**src/rtl/dvi_test_pkg.sv**
```systemverilog
// Shared types and constants for the DVI test-pattern sequencer.
package dvi_test_pkg;

  localparam int unsigned COORD_W = 10;
  localparam int unsigned CHAN_W  = 8;
  localparam int unsigned PAT_W   = 2;
  localparam int unsigned FCNT_W  = 16;

  localparam logic [PAT_W-1:0] PAT_BARS  = 2'd0;
  localparam logic [PAT_W-1:0] PAT_GRAD  = 2'd1;
  localparam logic [PAT_W-1:0] PAT_CHECK = 2'd2;
  localparam logic [PAT_W-1:0] PAT_GREY  = 2'd3;

  typedef enum logic [1:0] {
    ST_IDLE  = 2'd0,
    ST_START = 2'd1,
    ST_RUN   = 2'd2,
    ST_DRAIN = 2'd3
  } state_t;

  typedef struct packed {
    logic [CHAN_W-1:0] red;
    logic [CHAN_W-1:0] green;
    logic [CHAN_W-1:0] blue;
  } rgb_t;

  localparam logic [23:0] COL_WHITE   = 24'hFFFFFF;
  localparam logic [23:0] COL_YELLOW  = 24'hFFFF00;
  localparam logic [23:0] COL_CYAN    = 24'h00FFFF;
  localparam logic [23:0] COL_GREEN   = 24'h00FF00;
  localparam logic [23:0] COL_MAGENTA = 24'hFF00FF;
  localparam logic [23:0] COL_RED     = 24'hFF0000;
  localparam logic [23:0] COL_BLUE    = 24'h0000FF;
  localparam logic [23:0] COL_BLACK   = 24'h000000;
  localparam logic [23:0] COL_GREY    = 24'h808080;

  // Colour of bar idx, left (white) to right (black).
  function automatic logic [23:0] bar_colour(input logic [2:0] idx);
    logic [23:0] c;
    c = COL_BLACK;
    case (idx)
      3'd0: c = COL_WHITE;
      3'd1: c = COL_YELLOW;
      3'd2: c = COL_CYAN;
      3'd3: c = COL_GREEN;
      3'd4: c = COL_MAGENTA;
      3'd5: c = COL_RED;
      3'd6: c = COL_BLUE;
      default: c = COL_BLACK;
    endcase
    return c;
  endfunction

endpackage

```
**src/rtl/dvi_pattern_sequencer_if.sv**
```systemverilog
// Host, generator and TMDS-side signals of the pattern sequencer.
interface dvi_pattern_sequencer_if;
  import dvi_test_pkg::*;

  logic                run;
  logic                autoCycle;
  logic [PAT_W-1:0]    patternSel;
  logic                genEnable;
  logic                genStopped;
  logic                genHs;
  logic                genVs;
  logic                genDe;
  logic [COORD_W-1:0]  pixelX;
  logic [COORD_W-1:0]  pixelY;
  logic                hsOut;
  logic                vsOut;
  logic                deOut;
  logic [CHAN_W-1:0]   red;
  logic [CHAN_W-1:0]   green;
  logic [CHAN_W-1:0]   blue;
  logic                busy;
  logic [PAT_W-1:0]    pattern;
  logic [FCNT_W-1:0]   frameCount;

  modport master (
    input  run, autoCycle, patternSel, genStopped, genHs, genVs, genDe, pixelX, pixelY,
    output genEnable, hsOut, vsOut, deOut, red, green, blue, busy, pattern, frameCount
  );

  modport slave (
    output run, autoCycle, patternSel, genStopped, genHs, genVs, genDe, pixelX, pixelY,
    input  genEnable, hsOut, vsOut, deOut, red, green, blue, busy, pattern, frameCount
  );
endinterface

```
**src/rtl/dvi_pattern_rom.sv**
```systemverilog
// Combinational pattern/x/y to RGB lookup.
module dvi_pattern_rom
  import dvi_test_pkg::*;
#(
  parameter int unsigned PIXELS_H = 800,
  parameter int unsigned PIXELS_V = 600,
  parameter int unsigned BAR_W    = PIXELS_H / 8
) (
  input  logic [PAT_W-1:0]   pattern,
  input  logic [COORD_W-1:0] x,
  input  logic [COORD_W-1:0] y,
  input  logic [CHAN_W-1:0]  frame_lsb,
  output rgb_t               rgb_c
);

  localparam int unsigned BAR_DIV = (BAR_W == 0) ? 1 : BAR_W;

  int unsigned bar_raw;
  logic [2:0]  bar_sel;
  logic        in_area;

  // Pattern lookup; coordinates outside the active area are blanked.
  always_comb begin
    rgb_c   = '0;
    bar_raw = 32'(x) / BAR_DIV;
    bar_sel = (bar_raw > 32'd7) ? 3'd7 : 3'(bar_raw);
    in_area = (32'(x) < PIXELS_H) && (32'(y) < PIXELS_V);
    case (pattern)
      PAT_BARS:  rgb_c = rgb_t'(bar_colour(bar_sel));
      PAT_GRAD:  rgb_c = '{red: x[7:0], green: y[7:0], blue: frame_lsb};
      PAT_CHECK: rgb_c = rgb_t'((x[5] ^ y[5]) ? COL_WHITE : COL_BLACK);
      default:   rgb_c = rgb_t'(COL_GREY);
    endcase
    if (!in_area) rgb_c = '0;
  end

endmodule

```
**src/rtl/dvi_pattern_sequencer.sv**
```systemverilog
// Sequences the RGB timing generator and drives its pixel data for DVI testing.
module dvi_pattern_sequencer
  import dvi_test_pkg::*;
#(
  parameter int unsigned PIXELS_H           = 800,
  parameter int unsigned PIXELS_V           = 600,
  parameter int unsigned FRAMES_PER_PATTERN = 60,
  parameter int unsigned BAR_W              = PIXELS_H / 8
) (
  input logic                     pixelClk,
  input logic                     resetN,
  dvi_pattern_sequencer_if.master bus
);

  localparam logic [FCNT_W-1:0] FIP_LAST = FCNT_W'(FRAMES_PER_PATTERN - 1);

  state_t             state, state_nx;
  logic               gen_enable_nx, busy_nx;
  logic               gen_enable_q, busy_q;
  logic               vs_hist_q;
  logic               active_c, frame_evt_c, de_eff_c;
  logic [FCNT_W-1:0]  frame_cnt_q, fip_cnt_q;
  logic [PAT_W-1:0]   pattern_q;
  logic               hs_q, vs_q, de_q;
  rgb_t               rgb_q, pix_rgb_c;

  assign active_c    = (state == ST_RUN) || (state == ST_DRAIN);
  assign frame_evt_c = active_c && vs_hist_q && !bus.genVs;
  assign de_eff_c    = active_c && bus.genDe;

  // State register.
  always_ff @(posedge pixelClk or negedge resetN) begin
    if (!resetN) state <= ST_IDLE;
    else         state <= state_nx;
  end

  // Next state plus next values of the registered control outputs.
  always_comb begin
    state_nx      = state;
    gen_enable_nx = 1'b0;
    busy_nx       = 1'b0;
    case (state)
      ST_IDLE:  if (bus.run && bus.genStopped) state_nx = ST_START;
      ST_START: if (!bus.genStopped)           state_nx = ST_RUN;
      ST_RUN:   if (!bus.run)                  state_nx = ST_DRAIN;
      ST_DRAIN: if (bus.genStopped)            state_nx = ST_IDLE;
      default:                                 state_nx = ST_IDLE;
    endcase
    gen_enable_nx = (state_nx == ST_START) || (state_nx == ST_RUN);
    busy_nx       = (state_nx != ST_IDLE);
  end

  // Registered control outputs.
  always_ff @(posedge pixelClk or negedge resetN) begin
    if (!resetN) begin
      gen_enable_q <= 1'b0;
      busy_q       <= 1'b0;
    end else begin
      gen_enable_q <= gen_enable_nx;
      busy_q       <= busy_nx;
    end
  end

  // vs history for the falling-edge frame event.
  always_ff @(posedge pixelClk or negedge resetN) begin
    if (!resetN) vs_hist_q <= 1'b1;
    else         vs_hist_q <= bus.genVs;
  end

  // Saturating frame counter, cleared when a new run starts.
  always_ff @(posedge pixelClk or negedge resetN) begin
    if (!resetN)
      frame_cnt_q <= '0;
    else if ((state == ST_IDLE) && (state_nx == ST_START))
      frame_cnt_q <= '0;
    else if (frame_evt_c && (frame_cnt_q != '1))
      frame_cnt_q <= frame_cnt_q + FCNT_W'(1);
  end

  // Pattern selection, updated only at frame boundaries.
  always_ff @(posedge pixelClk or negedge resetN) begin
    if (!resetN) begin
      pattern_q <= PAT_BARS;
      fip_cnt_q <= '0;
    end else if (frame_evt_c) begin
      if (bus.autoCycle) begin
        if (fip_cnt_q == FIP_LAST) begin
          pattern_q <= pattern_q + PAT_W'(1);
          fip_cnt_q <= '0;
        end else begin
          fip_cnt_q <= fip_cnt_q + FCNT_W'(1);
        end
      end else begin
        pattern_q <= bus.patternSel;
        fip_cnt_q <= '0;
      end
    end
  end

  dvi_pattern_rom #(
    .PIXELS_H (PIXELS_H),
    .PIXELS_V (PIXELS_V),
    .BAR_W    (BAR_W)
  ) u_rom (
    .pattern   (pattern_q),
    .x         (bus.pixelX),
    .y         (bus.pixelY),
    .frame_lsb (frame_cnt_q[CHAN_W-1:0]),
    .rgb_c     (pix_rgb_c)
  );

  // One-cycle output stage shared by timing and pixel data.
  always_ff @(posedge pixelClk or negedge resetN) begin
    if (!resetN) begin
      hs_q  <= 1'b1;
      vs_q  <= 1'b1;
      de_q  <= 1'b0;
      rgb_q <= '0;
    end else begin
      hs_q  <= bus.genHs;
      vs_q  <= bus.genVs;
      de_q  <= de_eff_c;
      rgb_q <= de_eff_c ? pix_rgb_c : '0;
    end
  end

  assign bus.genEnable  = gen_enable_q;
  assign bus.busy       = busy_q;
  assign bus.pattern    = pattern_q;
  assign bus.frameCount = frame_cnt_q;
  assign bus.hsOut      = hs_q;
  assign bus.vsOut      = vs_q;
  assign bus.deOut      = de_q;
  assign bus.red        = rgb_q.red;
  assign bus.green      = rgb_q.green;
  assign bus.blue       = rgb_q.blue;

endmodule

```
**src/flat_wrapper.sv**
```systemverilog
// flat-port wrapper written by rule: the top's interface ports become plain ports
module dvi_pattern_sequencer_flat import dvi_test_pkg::*;
#(
  parameter int unsigned PIXELS_H           = 800,
  parameter int unsigned PIXELS_V           = 600,
  parameter int unsigned FRAMES_PER_PATTERN = 60,
  parameter int unsigned BAR_W              = PIXELS_H / 8
)
  (pixelClk, resetN, bus_run, bus_autoCycle, bus_patternSel, bus_genStopped, bus_genHs, bus_genVs, bus_genDe, bus_pixelX, bus_pixelY, bus_genEnable, bus_hsOut, bus_vsOut, bus_deOut, bus_red, bus_green, bus_blue, bus_busy, bus_pattern, bus_frameCount);
  dvi_pattern_sequencer_if bus_i ();
  input logic pixelClk;
  input logic resetN;
  input wire logic [$bits(bus_i.run)-1:0] bus_run;
  input wire logic [$bits(bus_i.autoCycle)-1:0] bus_autoCycle;
  input wire logic [$bits(bus_i.patternSel)-1:0] bus_patternSel;
  input wire logic [$bits(bus_i.genStopped)-1:0] bus_genStopped;
  input wire logic [$bits(bus_i.genHs)-1:0] bus_genHs;
  input wire logic [$bits(bus_i.genVs)-1:0] bus_genVs;
  input wire logic [$bits(bus_i.genDe)-1:0] bus_genDe;
  input wire logic [$bits(bus_i.pixelX)-1:0] bus_pixelX;
  input wire logic [$bits(bus_i.pixelY)-1:0] bus_pixelY;
  output wire logic [$bits(bus_i.genEnable)-1:0] bus_genEnable;
  output wire logic [$bits(bus_i.hsOut)-1:0] bus_hsOut;
  output wire logic [$bits(bus_i.vsOut)-1:0] bus_vsOut;
  output wire logic [$bits(bus_i.deOut)-1:0] bus_deOut;
  output wire logic [$bits(bus_i.red)-1:0] bus_red;
  output wire logic [$bits(bus_i.green)-1:0] bus_green;
  output wire logic [$bits(bus_i.blue)-1:0] bus_blue;
  output wire logic [$bits(bus_i.busy)-1:0] bus_busy;
  output wire logic [$bits(bus_i.pattern)-1:0] bus_pattern;
  output wire logic [$bits(bus_i.frameCount)-1:0] bus_frameCount;
  assign bus_i.run = bus_run;
  assign bus_i.autoCycle = bus_autoCycle;
  assign bus_i.patternSel = bus_patternSel;
  assign bus_i.genStopped = bus_genStopped;
  assign bus_i.genHs = bus_genHs;
  assign bus_i.genVs = bus_genVs;
  assign bus_i.genDe = bus_genDe;
  assign bus_i.pixelX = bus_pixelX;
  assign bus_i.pixelY = bus_pixelY;
  assign bus_genEnable = bus_i.genEnable;
  assign bus_hsOut = bus_i.hsOut;
  assign bus_vsOut = bus_i.vsOut;
  assign bus_deOut = bus_i.deOut;
  assign bus_red = bus_i.red;
  assign bus_green = bus_i.green;
  assign bus_blue = bus_i.blue;
  assign bus_busy = bus_i.busy;
  assign bus_pattern = bus_i.pattern;
  assign bus_frameCount = bus_i.frameCount;
  dvi_pattern_sequencer #(.PIXELS_H(PIXELS_H), .PIXELS_V(PIXELS_V), .FRAMES_PER_PATTERN(FRAMES_PER_PATTERN), .BAR_W(BAR_W)) u_core (.pixelClk(pixelClk), .resetN(resetN), .bus(bus_i));
endmodule
```
**config.mk**
```make
export PLATFORM = sky130hd
export DESIGN_NAME = dvi_pattern_sequencer_flat
export DESIGN_NICKNAME = d
export VERILOG_FILES = /design/src/rtl/dvi_test_pkg.sv /design/src/rtl/dvi_pattern_sequencer_if.sv /design/src/rtl/dvi_pattern_rom.sv /design/src/rtl/dvi_pattern_sequencer.sv /design/src/flat_wrapper.sv
export SDC_FILE = /design/constraint.sdc
export NUM_CORES = 1
export LEC_CHECK = 0
export BUFFER_PORTS_ARGS = -buffer_cell sky130_fd_sc_hd__clkbuf_2
export CAP_MARGIN = 30
export CORE_UTILIZATION = 50
export CTS_CLUSTER_SIZE = 28
export DETAILED_ROUTE_END_ITERATION = 12
export GPL_TIMING_DRIVEN = 0
export HOLD_SLACK_MARGIN = 0.06
export PLACE_DENSITY = 0.87
export SYNTH_ARGS = -nofsm -noshare
export SYNTH_HDL_FRONTEND = slang
export SYNTH_HIERARCHICAL = 1
export SYNTH_SLANG_ARGS = --single-unit
```
**constraint.sdc**
```tcl
create_clock -name pixelClk -period 2.2 [get_ports pixelClk]
set_clock_uncertainty 0.2 [all_clocks]
set_input_delay 0.44 -clock pixelClk [delete_from_list [all_inputs] [get_ports pixelClk]]
set_output_delay 0.44 -clock pixelClk [all_outputs]
set_load 0.05 [all_outputs]
```
==> qor.yml, run 1 <==
status: "complete, but fails checks"
failed_checks: "setup timing"
clk_latency_ns: 0.35
dr.pass1.iters: 5
synth_top_area_cell: "dfrtp_1"
multi_input_area_sq_um: 2360
cts.sinks: 65
crit_path_end_kind: "register"
areaGrowthSynthToFinish_pct: 26.5
netlist_area_sq_um: 3940
seq_area_frac_synth_pct: 41.3
root_buffer: "clkbuf_8"
die_h_um: 90.8
reg2reg_from: "u_core/bus.pattern[1]"
rows: 32
numCtsBuffers: 9
cp-start-kind: "primary input"
fin_crit_ns: 3.09
antenna_left: 0
finalMaxSlewViolations: 0
synthCells: 432
async_flop_share_pct: 100
setup_viol: 16
vias: 3869
finalWorstSetupSlack_ns: -0.891
hold_path.class: "in2async"
max_stage_delay_ns: 0.40
reg2reg_depth: 6
synth_area_leaders: "dfrtp_1 (40%), and3_1 (4.1%), a21oi_1 (4.1%), nand2_1 (3.9%), nor2_1 (3.1%)"
place_ws_ns: -1.36
p_leak_nw: 2.31
hpwl_mm: 6.95
power_mw: 4.35
rsz0062_at_grt: "yes"
wirelength_mm: 10.6
maxCapViolations: 0
place.gp.congestion: 0.848
path_clk_slew_ns: 0.06
path_cells: "buf_8 > nor3_4 > nor2b_1 > ha_1 > nand3b_1 > o21a_2 > o221a_1 > or3_4 > nor3b_4 > buf_6 > o31ai_1 > a31oi_1 > and3_1"
clockBufferDepth: 2
io_pins: 77
critPathArrivalTime_ns: 3.17
drive_gt1_share_pct: 32.4
cp.buffers_inverters: 2
post-route-period-util_pct: 140
num-nets-final: 564
htreeDepth: 3
cellPowerDensity_nw_per_um2: 873
synth_area_per_cell_sq_um: 9.13
synth_edf_count: 0
hold_violations: 0
drcViolationCount: 0
antenna_found_initial: 0
yosysMostFrequentCell: "dfrtp_1"
criticalPathCategory: "in2reg"
initial_core_util_pct: 51.3
grt_max_degree: 66
grt_pass1_vias: 3614
slowest_stage: "or3_4"
antenna_cells: 0
critical-path-top-delay-family: "simple AND/OR/NAND/NOR gates"
crit_cells: 13
finalSetupTns_ns: -12.96
synthFlopType: "dfrtp_1"
ys_types: 72
n_fill_cell: 644
drt-initial-drc-count: 311
avgViaCountPerCell: 6.08
yosysWarnings: 6
core_area_sq_um: 7690
port_buffers: 75
synth_seq_cells: 65
fmax_mhz: 324
required_ns: 2.28
grt_pass1_wl_mm: 16.9
overflow: 0
die_x_um: 90.8
grt_use_total_pct: 25.5
ys_top_cells_by_count: "dfrtp_1 (63), nand2_1 (41), nor2_1 (33), a21oi_1 (32), and3_1 (26)"
max-vdd-ir-drop_mv: 0.594
ff_latch_area_sq_um: 1640
slew_headroom_pct: 41.1
synth_top_area_share_pct: 40.0
die_area_sq_um: 8240
crit_fanout: 8
syn-num-nets: 467
crit_path_start: "bus_pixelX[5]"
worst-slew-pin-transition_ns: 0.883
routedWlPerCell_um: 16.6
cts_tree: "built"
==> sequential cells by signal, indices dropped and copies added (netlist names), 2 cells and up <==
signal,flops
u_core/bus.blue,8
u_core/bus.frameCount,16
u_core/bus.green,8
u_core/bus.pattern,2
u_core/bus.red,8
u_core/fip_cnt_q,16
u_core/state,2
==> worst register-to-register path, stage by stage (launching register included) <==
cell     delay [ns]
dfrtp_1        0.52
nor3_2         0.64
nor3b_4        0.32
buf_6          0.19
o31ai_1        0.09
a31oi_1        0.23
and3_1         0.20
==> power by group <==
part           total (mW)  internal, mW  switching (mW)
Clock                1.03         0.582           0.452
Sequential           1.59          1.36           0.233
Combinational        1.73         0.573            1.15
Total                4.35          2.52            1.84
==> final timing paths <==
path | endpoint | slack, ns
setup / recovery | u_core/bus.blue[1] | -0.89
hold / removal | u_core/fip_cnt_q[12] | 0.03
setup reg to reg | u_core/bus.blue[1] | -0.25
hold reg to reg | u_core/bus.frameCount[14] | 0.34
max in group asynchronous | u_core/bus.frameCount[1] | 1.15
min in group pixelClk | u_core/bus.red[7] | 0.23
==> placed cells by master, fill, tap and decap left out, types with 11 or more instances in the layout <==
master	Yosys	final
a21o_1	11	11
nor2_1	33	32
a31oi_1	14	14
clkbuf_8	0	11
a21oi_1	32	25
clkbuf_2	0	76
o21ai_0	14	12
xnor2_1	11	11
and3_1	26	26
nor3_1	12	11
nand3_1	15	14
nand2_1	41	40
dfrtp_1	63	53
inv_1	11	11
==> logic make-up (layout without fill, tap and decap cells) <==
family | Yosys count | in the layout | synth area share (%)
AND/OR/NAND/NOR | 192 | 192 | 28.0
AO/OA/AOI/OAI | 114 | 114 | 20.2
flip-flops | 65 | 65 | 41.3
buffers and inverters | 34 | 136 | 3.62
XOR/XNOR | 13 | 13 | 2.89
multiplexers | 8 | 8 | 2.09
adder cells (fa/ha/maj) | 6 | 6 | 1.87
==> what timing repair did <==
action                                  CTS  global route
buffers inserted                          3             8
hold endpoints to repair                  2             0
pin swaps                                19             8
endpoints found under the setup margin   40            51
hold buffers                              2             0
gates resized for setup                  20            38
==> layout make-up <==
cell class	instances	area share [%]
clock inverter	3	0.803
timing repair buffer	88	10.1
sequential	65	32.9
buffer	21	2.28
inverter	11	0.828
tap	102	2.56
clock buffer	13	3.19
multi-input combinational	333	47.3
==> metrics by stage <==
step	hold slack (ns)	area [sq um]	std cells	util, %
4_1_cts	0.0675	4800	628	62.4
2_1_floorplan	-0.0556	3970	432	-
6_report	0.0307	4990	636	64.9
3_3_place_gp	0.297	4480	609	58.2
3_5_place_dp	0.325	4480	609	58.3
5_1_grt	0.114	4990	636	64.9
==> metal layers <==
layer	wire (um)	track usage (%)	share of wire, %
met1	4560	32.8	43
met2	5120	41.1	48
met3	612	5.39	5.8
met4	294	11.9	2.8
met5	0	0	0
Power figures use the tool's default switching activity.
==> run 2, diff against run 1 <==
--- a/constraint.sdc
+++ b/constraint.sdc
@@ -4,2 +4,2 @@
 set_output_delay 0.44 -clock pixelClk [all_outputs]
-set_load 0.05 [all_outputs]
+set_load 0.1 [all_outputs]
==> qor.yml, run 2 (synthesis results as in run 1) <==
rsz0062_at_grt: "yes"
layout_commonest_cell: "clkbuf_2"
max-vdd-ir-drop_mv: 1.33
hold_violations: 0
crit_path_end_kind: "register"
io_pins: 77
antenna_left: 0
power_mw: 4.84
crit_fanout: 4
die_area_sq_um: 8240
cp-start-kind: "primary input"
critical-path-top-delay-family: "simple AND/OR/NAND/NOR gates"
clockBufferDepth: 2
num-nets-final: 566
core_area_sq_um: 7690
hpwl_mm: 7.06
power.internal_mw: 2.58
drt-initial-drc-count: 262
status: "complete, but fails checks"
slowest_stage: "or3_4"
fin_crit_ns: 3.02
hold_path.class: "in2reg"
vias: 3871
criticalPathCategory: "in2reg"
fmax_mhz: 331
max_stage_delay_ns: 0.42
grt_max_degree: 66
cts_tree: "built"
finalWorstSetupSlack_ns: -0.823
finalMaxSlewViolations: 0
required_ns: 2.28
routedWlPerCell_um: 16.6
die_h_um: 90.8
avgViaCountPerCell: 6.07
dr.pass1.iters: 6
maxCapViolations: 0
initial_core_util_pct: 51.3
clk_latency_ns: 0.35
port_buffers: 75
setup_viol: 24
worst-slew-pin-transition_ns: 0.893
cts.sinks: 65
crit_top_cell: "buf_6"
cellPowerDensity_nw_per_um2: 965
root_buffer: "clkbuf_8"
drive_gt1_share_pct: 33.0
antenna_found_initial: 0
path_clk_slew_ns: 0.07
path_cells: "clkbuf_2 > buf_6 > nor2b_1 > ha_1 > nand3b_1 > o21a_1 > o221a_1 > or3_4 > nor3b_4 > buf_6 > o31ai_2 > a31oi_1 > and3_1"
rows: 32
comb_power_share_pct: 43.6
die_x_um: 90.8
cp.buffers_inverters: 3
place.gp.congestion: 0.853
seq_power_share_pct: 32.7
antenna_cells: 0
slew_headroom_pct: 40.5
grt_pass1_wl_mm: 16.8
critPathArrivalTime_ns: 3.11
drcViolationCount: 0
wirelength_mm: 10.6
power.switching_mw: 2.25
numCtsBuffers: 9
failed_checks: "setup timing"
overflow: 0
areaGrowthSynthToFinish_pct: 27.1
mostFrequentLayoutCells: "clkbuf_2 (76), dfrtp_1 (42), nand2_1 (41)"
grt_use_total_pct: 25.3
finalSetupTns_ns: -13.84
clkPwrFrac_pct: 23.7
htreeDepth: 3
place_ws_ns: -1.34
p_leak_nw: 2.29
grt_pass1_vias: 3622
post-route-period-util_pct: 137
p_sw_share_pct: 46.6
==> run 2: cell count changes in the layout (fill, tap and decap cells not counted), moves of 2 or more <==
cell     delta
dfrtp_4     +4
a21oi_1     +6
buf_2       -2
a21oi_2     -5
dfrtp_1    -11
dfrtp_2     +7
==> run 2: repair_timing <==
item | 4_1_cts | 5_1_grt
pin swaps | 11 | 10
hold buffers | 3 | 0
endpoints found under the hold margin | 23 | 0
setup buffers | 7 | 4
setup endpoints to repair | 40 | 51
gates resized for setup | 13 | 33
==> run 2: path summary, 6_finish.rpt <==
| check | startpoint | end | slack [ns] | depth (start not counted) |
|---|---|---|---|---|
| min in group asynchronous | resetN | u_core/fip_cnt_q[12] | 0.58 | 2 |
| worst min-delay path | bus_genDe | u_core/bus.blue[2] | 0.23 | 2 |
| worst max register to register | u_core/bus.pattern[0] | u_core/bus.blue[1] | -0.24 | 7 |
| worst min register to register | u_core/bus.frameCount[14] | u_core/bus.frameCount[14] | 0.29 | 1 |
| max in group asynchronous | resetN | u_core/bus.frameCount[0] | 0.55 | 2 |
| worst max-delay path | bus_pixelX[8] | u_core/bus.blue[1] | -0.82 | 13 |
==> run 2: stage by stage <==
stage	instance area (sq um)	util (%)	hold slack (ns)	instances
global route	5010	65.2	0.225	638
CTS	4870	63.4	0.216	634
floorplan	4020	-	-0.0556	432
global placement	4530	58.9	0.277	609
detailed placement	4530	58.9	0.276	609
finish	5010	65.2	0.226	638
==> run 2: area by class of cell <==
cell class	count	area, sq um
plain buffers	22	123
clock buffers	11	141
clock inverters	5	78.8
fillers	644	2680
inverters	11	41.3
multi-input cells	333	2310
flip-flops and latches	65	1670
well taps	102	128
repair buffers	89	514
==> run 2: power groups by stage <==
stage / logic [mW] / registers [mW] / clock network [mW]
3_3_place_gp: 1.93 / 1.59 / 0
3_5_place_dp: 1.97 / 1.60 / 0
4_1_cts: 2.00 / 1.58 / 1.16
6_report: 2.11 / 1.58 / 1.15
5_1_grt: 2.25 / 1.61 / 1.22
2_1_floorplan: 0.777 / 2.37 / 0
==> run 2: routing by layer <==
layer	routed length, um	track usage [%]	vias up
li1	-	-	1811
met4	180	12.3	0
met5	0	0	-
met1	4450	33.2	1875
met3	682	4.97	18
met2	5250	40.0	167
==> run 3, diff against run 2 <==
- CORE_ASPECT_RATIO: not set -> 1.1
- CTS_CLUSTER_DIAMETER: not set -> 40
==> qor.yml, run 3 (synthesis results as in run 1) <==
status: "complete, but fails checks"
failed_checks: "setup timing"
die_area_sq_um: 8240
power.internal_mw: 2.62
hpwl_mm: 7.41
cts_tree: "built"
mostFrequentLayoutCells: "clkbuf_2 (72), dfrtp_1 (42), nand2_1 (41)"
rsz0062_at_grt: "yes"
cts.sinks: 65
hold_violations: 0
setup_viol: 26
wirelength_mm: 11.1
place.gp.congestion: 0.853
antenna_found_initial: 0
placed_area_sq_um: 4530
place_ws_ns: -1.34
die_h_um: 95.1
grt_pass1_wl_mm: 17.5
seq_power_share_pct: 32.8
clkPwrFrac_pct: 22.8
power_mw: 4.93
path_clk_slew_ns: 0.07
fmax_mhz: 336
postLayoutCellArea_sq_um: 5150
core_area_sq_um: 7560
critical-path-top-delay-family: "simple AND/OR/NAND/NOR gates"
initial_core_util_pct: 52.2
slowest_stage: "or3_4"
n_fill_cell: 572
dr.pass1.iters: 5
critPathArrivalTime_ns: 3.01
path_cells: "buf_8 > nor3_4 > nor2b_1 > ha_1 > nand3b_1 > o21a_1 > o221a_1 > or3_4 > or2_4 > a31oi_4 > a21oi_1 > and3_1"
num-nets-final: 570
p_leak_nw: 2.33
clk_latency_ns: 0.35
post-route-period-util_pct: 135
p_sw_share_pct: 46.7
drcViolationCount: 0
clockBufferDepth: 2
worst-slew-pin-transition_ns: 0.873
drive_gt1_share_pct: 34.8
cellPowerDensity_nw_per_um2: 957
cp.buffers_inverters: 1
crit_fanout: 7
slew_headroom_pct: 41.8
fin_crit_ns: 2.97
port_buffers: 75
grt_pass1_vias: 3722
root_buffer: "clkbuf_8"
numCtsBuffers: 9
ff_latch_area_sq_um: 1670
max-vdd-ir-drop_mv: 0.491
power.switching_mw: 2.30
maxCapViolations: 0
required_ns: 2.23
areaGrowthSynthToFinish_pct: 30.6
antenna_left: 0
criticalPathCategory: "in2reg"
die_x_um: 86.7
finalSetupTns_ns: -11.85
max_stage_delay_ns: 0.37
grt_use_total_pct: 27.4
io_pins: 77
finalMaxSlewViolations: 0
cp-start-kind: "primary input"
antenna_cells: 0
drt-initial-drc-count: 408
postLayoutCoreUtil_pct: 68.1
routedWlPerCell_um: 17.3
rows: 33
finalWorstSetupSlack_ns: -0.774
comb_power_share_pct: 44.3
crit_path_end_kind: "register"
overflow: 0
layout_commonest_cell: "clkbuf_2"
multi_input_area_sq_um: 2400
hold_path.class: "in2async"
vias: 3949
avgViaCountPerCell: 6.12
grt_max_degree: 66
htreeDepth: 3
==> run 3: cell types whose count changed in the layout (fill, tap and decap cells not counted), sizes merged <==
| cell | before | now |
|---|---|---|
| clkinv | 3 | 1 |
| dlygate4sd3 | 3 | 2 |
| buf | 22 | 29 |
==> run 3: area by class of cell <==
| class | instances | area share [%] |
|---|---|---|
| Buffer | 21 | 2.41 |
| Sequential cell | 65 | 32.4 |
| Multi-Input combinational cell | 333 | 46.7 |
| Inverter | 11 | 0.802 |
| Clock buffer | 13 | 2.89 |
| Timing Repair Buffer | 94 | 11.0 |
| Clock inverter | 3 | 1.26 |
| Tap cell | 105 | 2.55 |
==> run 3: timing repair <==
item	in CTS	in global routing
setup buffers	8	8
hold buffers	2	0
hold endpoints to repair	2	0
gates resized for setup	36	32
setup endpoints to repair	40	43
pin swaps	27	18
==> run 3: metal layers <==
metal	share of wire, %	global-route usage [%]
met1	41	32.9
met2	51	47.3
met3	5.8	4.33
met4	3.0	15.1
met5	0	0
==> run 3: worst paths after layout <==
kind,from,endpoint,slack (ns),cells past startpoint
worst max-delay path,bus_pixelX[7],u_core/bus.red[5],-0.77,12
worst min-delay path,resetN,u_core/fip_cnt_q[11],0.03,1
worst max register to register,u_core/bus.pattern[1],u_core/bus.blue[7],-0.11,6
worst min register to register,u_core/bus.frameCount[14],u_core/bus.frameCount[14],0.29,1
max in group asynchronous,resetN,u_core/bus.frameCount[5],1.10,1
min in group pixelClk,bus_autoCycle,u_core/bus.pattern[1],0.25,3
==> run 3: worst reg2reg max path, cell delays in order, from the launching register on <==
cell and delay [ns]:
dfrtp_2 0.49, nor3b_4 0.21, a21oi_1 0.27, a21boi_0 0.47
nor3b_4 0.31, a311oi_2 0.06, and3_1 0.18
==> run 3: metrics by stage <==
| step | std cells | hold slack (ns) |
|---|---|---|
| after floorplan | 432 | -0.0556 |
| after global placement | 612 | 0.269 |
| after detailed placement | 612 | 0.284 |
| after CTS | 636 | 0.0610 |
| after global routing | 645 | 0.102 |
| final | 645 | 0.0333 |
==> run 3: power by group through the flow <==
| stage | Combinational [mW] | Clock [mW] | Sequential (mW) |
|---|---|---|---|
| 6_report | 2.18 | 1.13 | 1.62 |
| 2_1_floorplan | 0.777 | 0 | 2.37 |
| 5_1_grt | 2.31 | 1.19 | 1.64 |
| 3_5_place_dp | 1.99 | 0 | 1.61 |
| 4_1_cts | 2.07 | 1.13 | 1.61 |
| 3_3_place_gp | 1.93 | 0 | 1.59 |
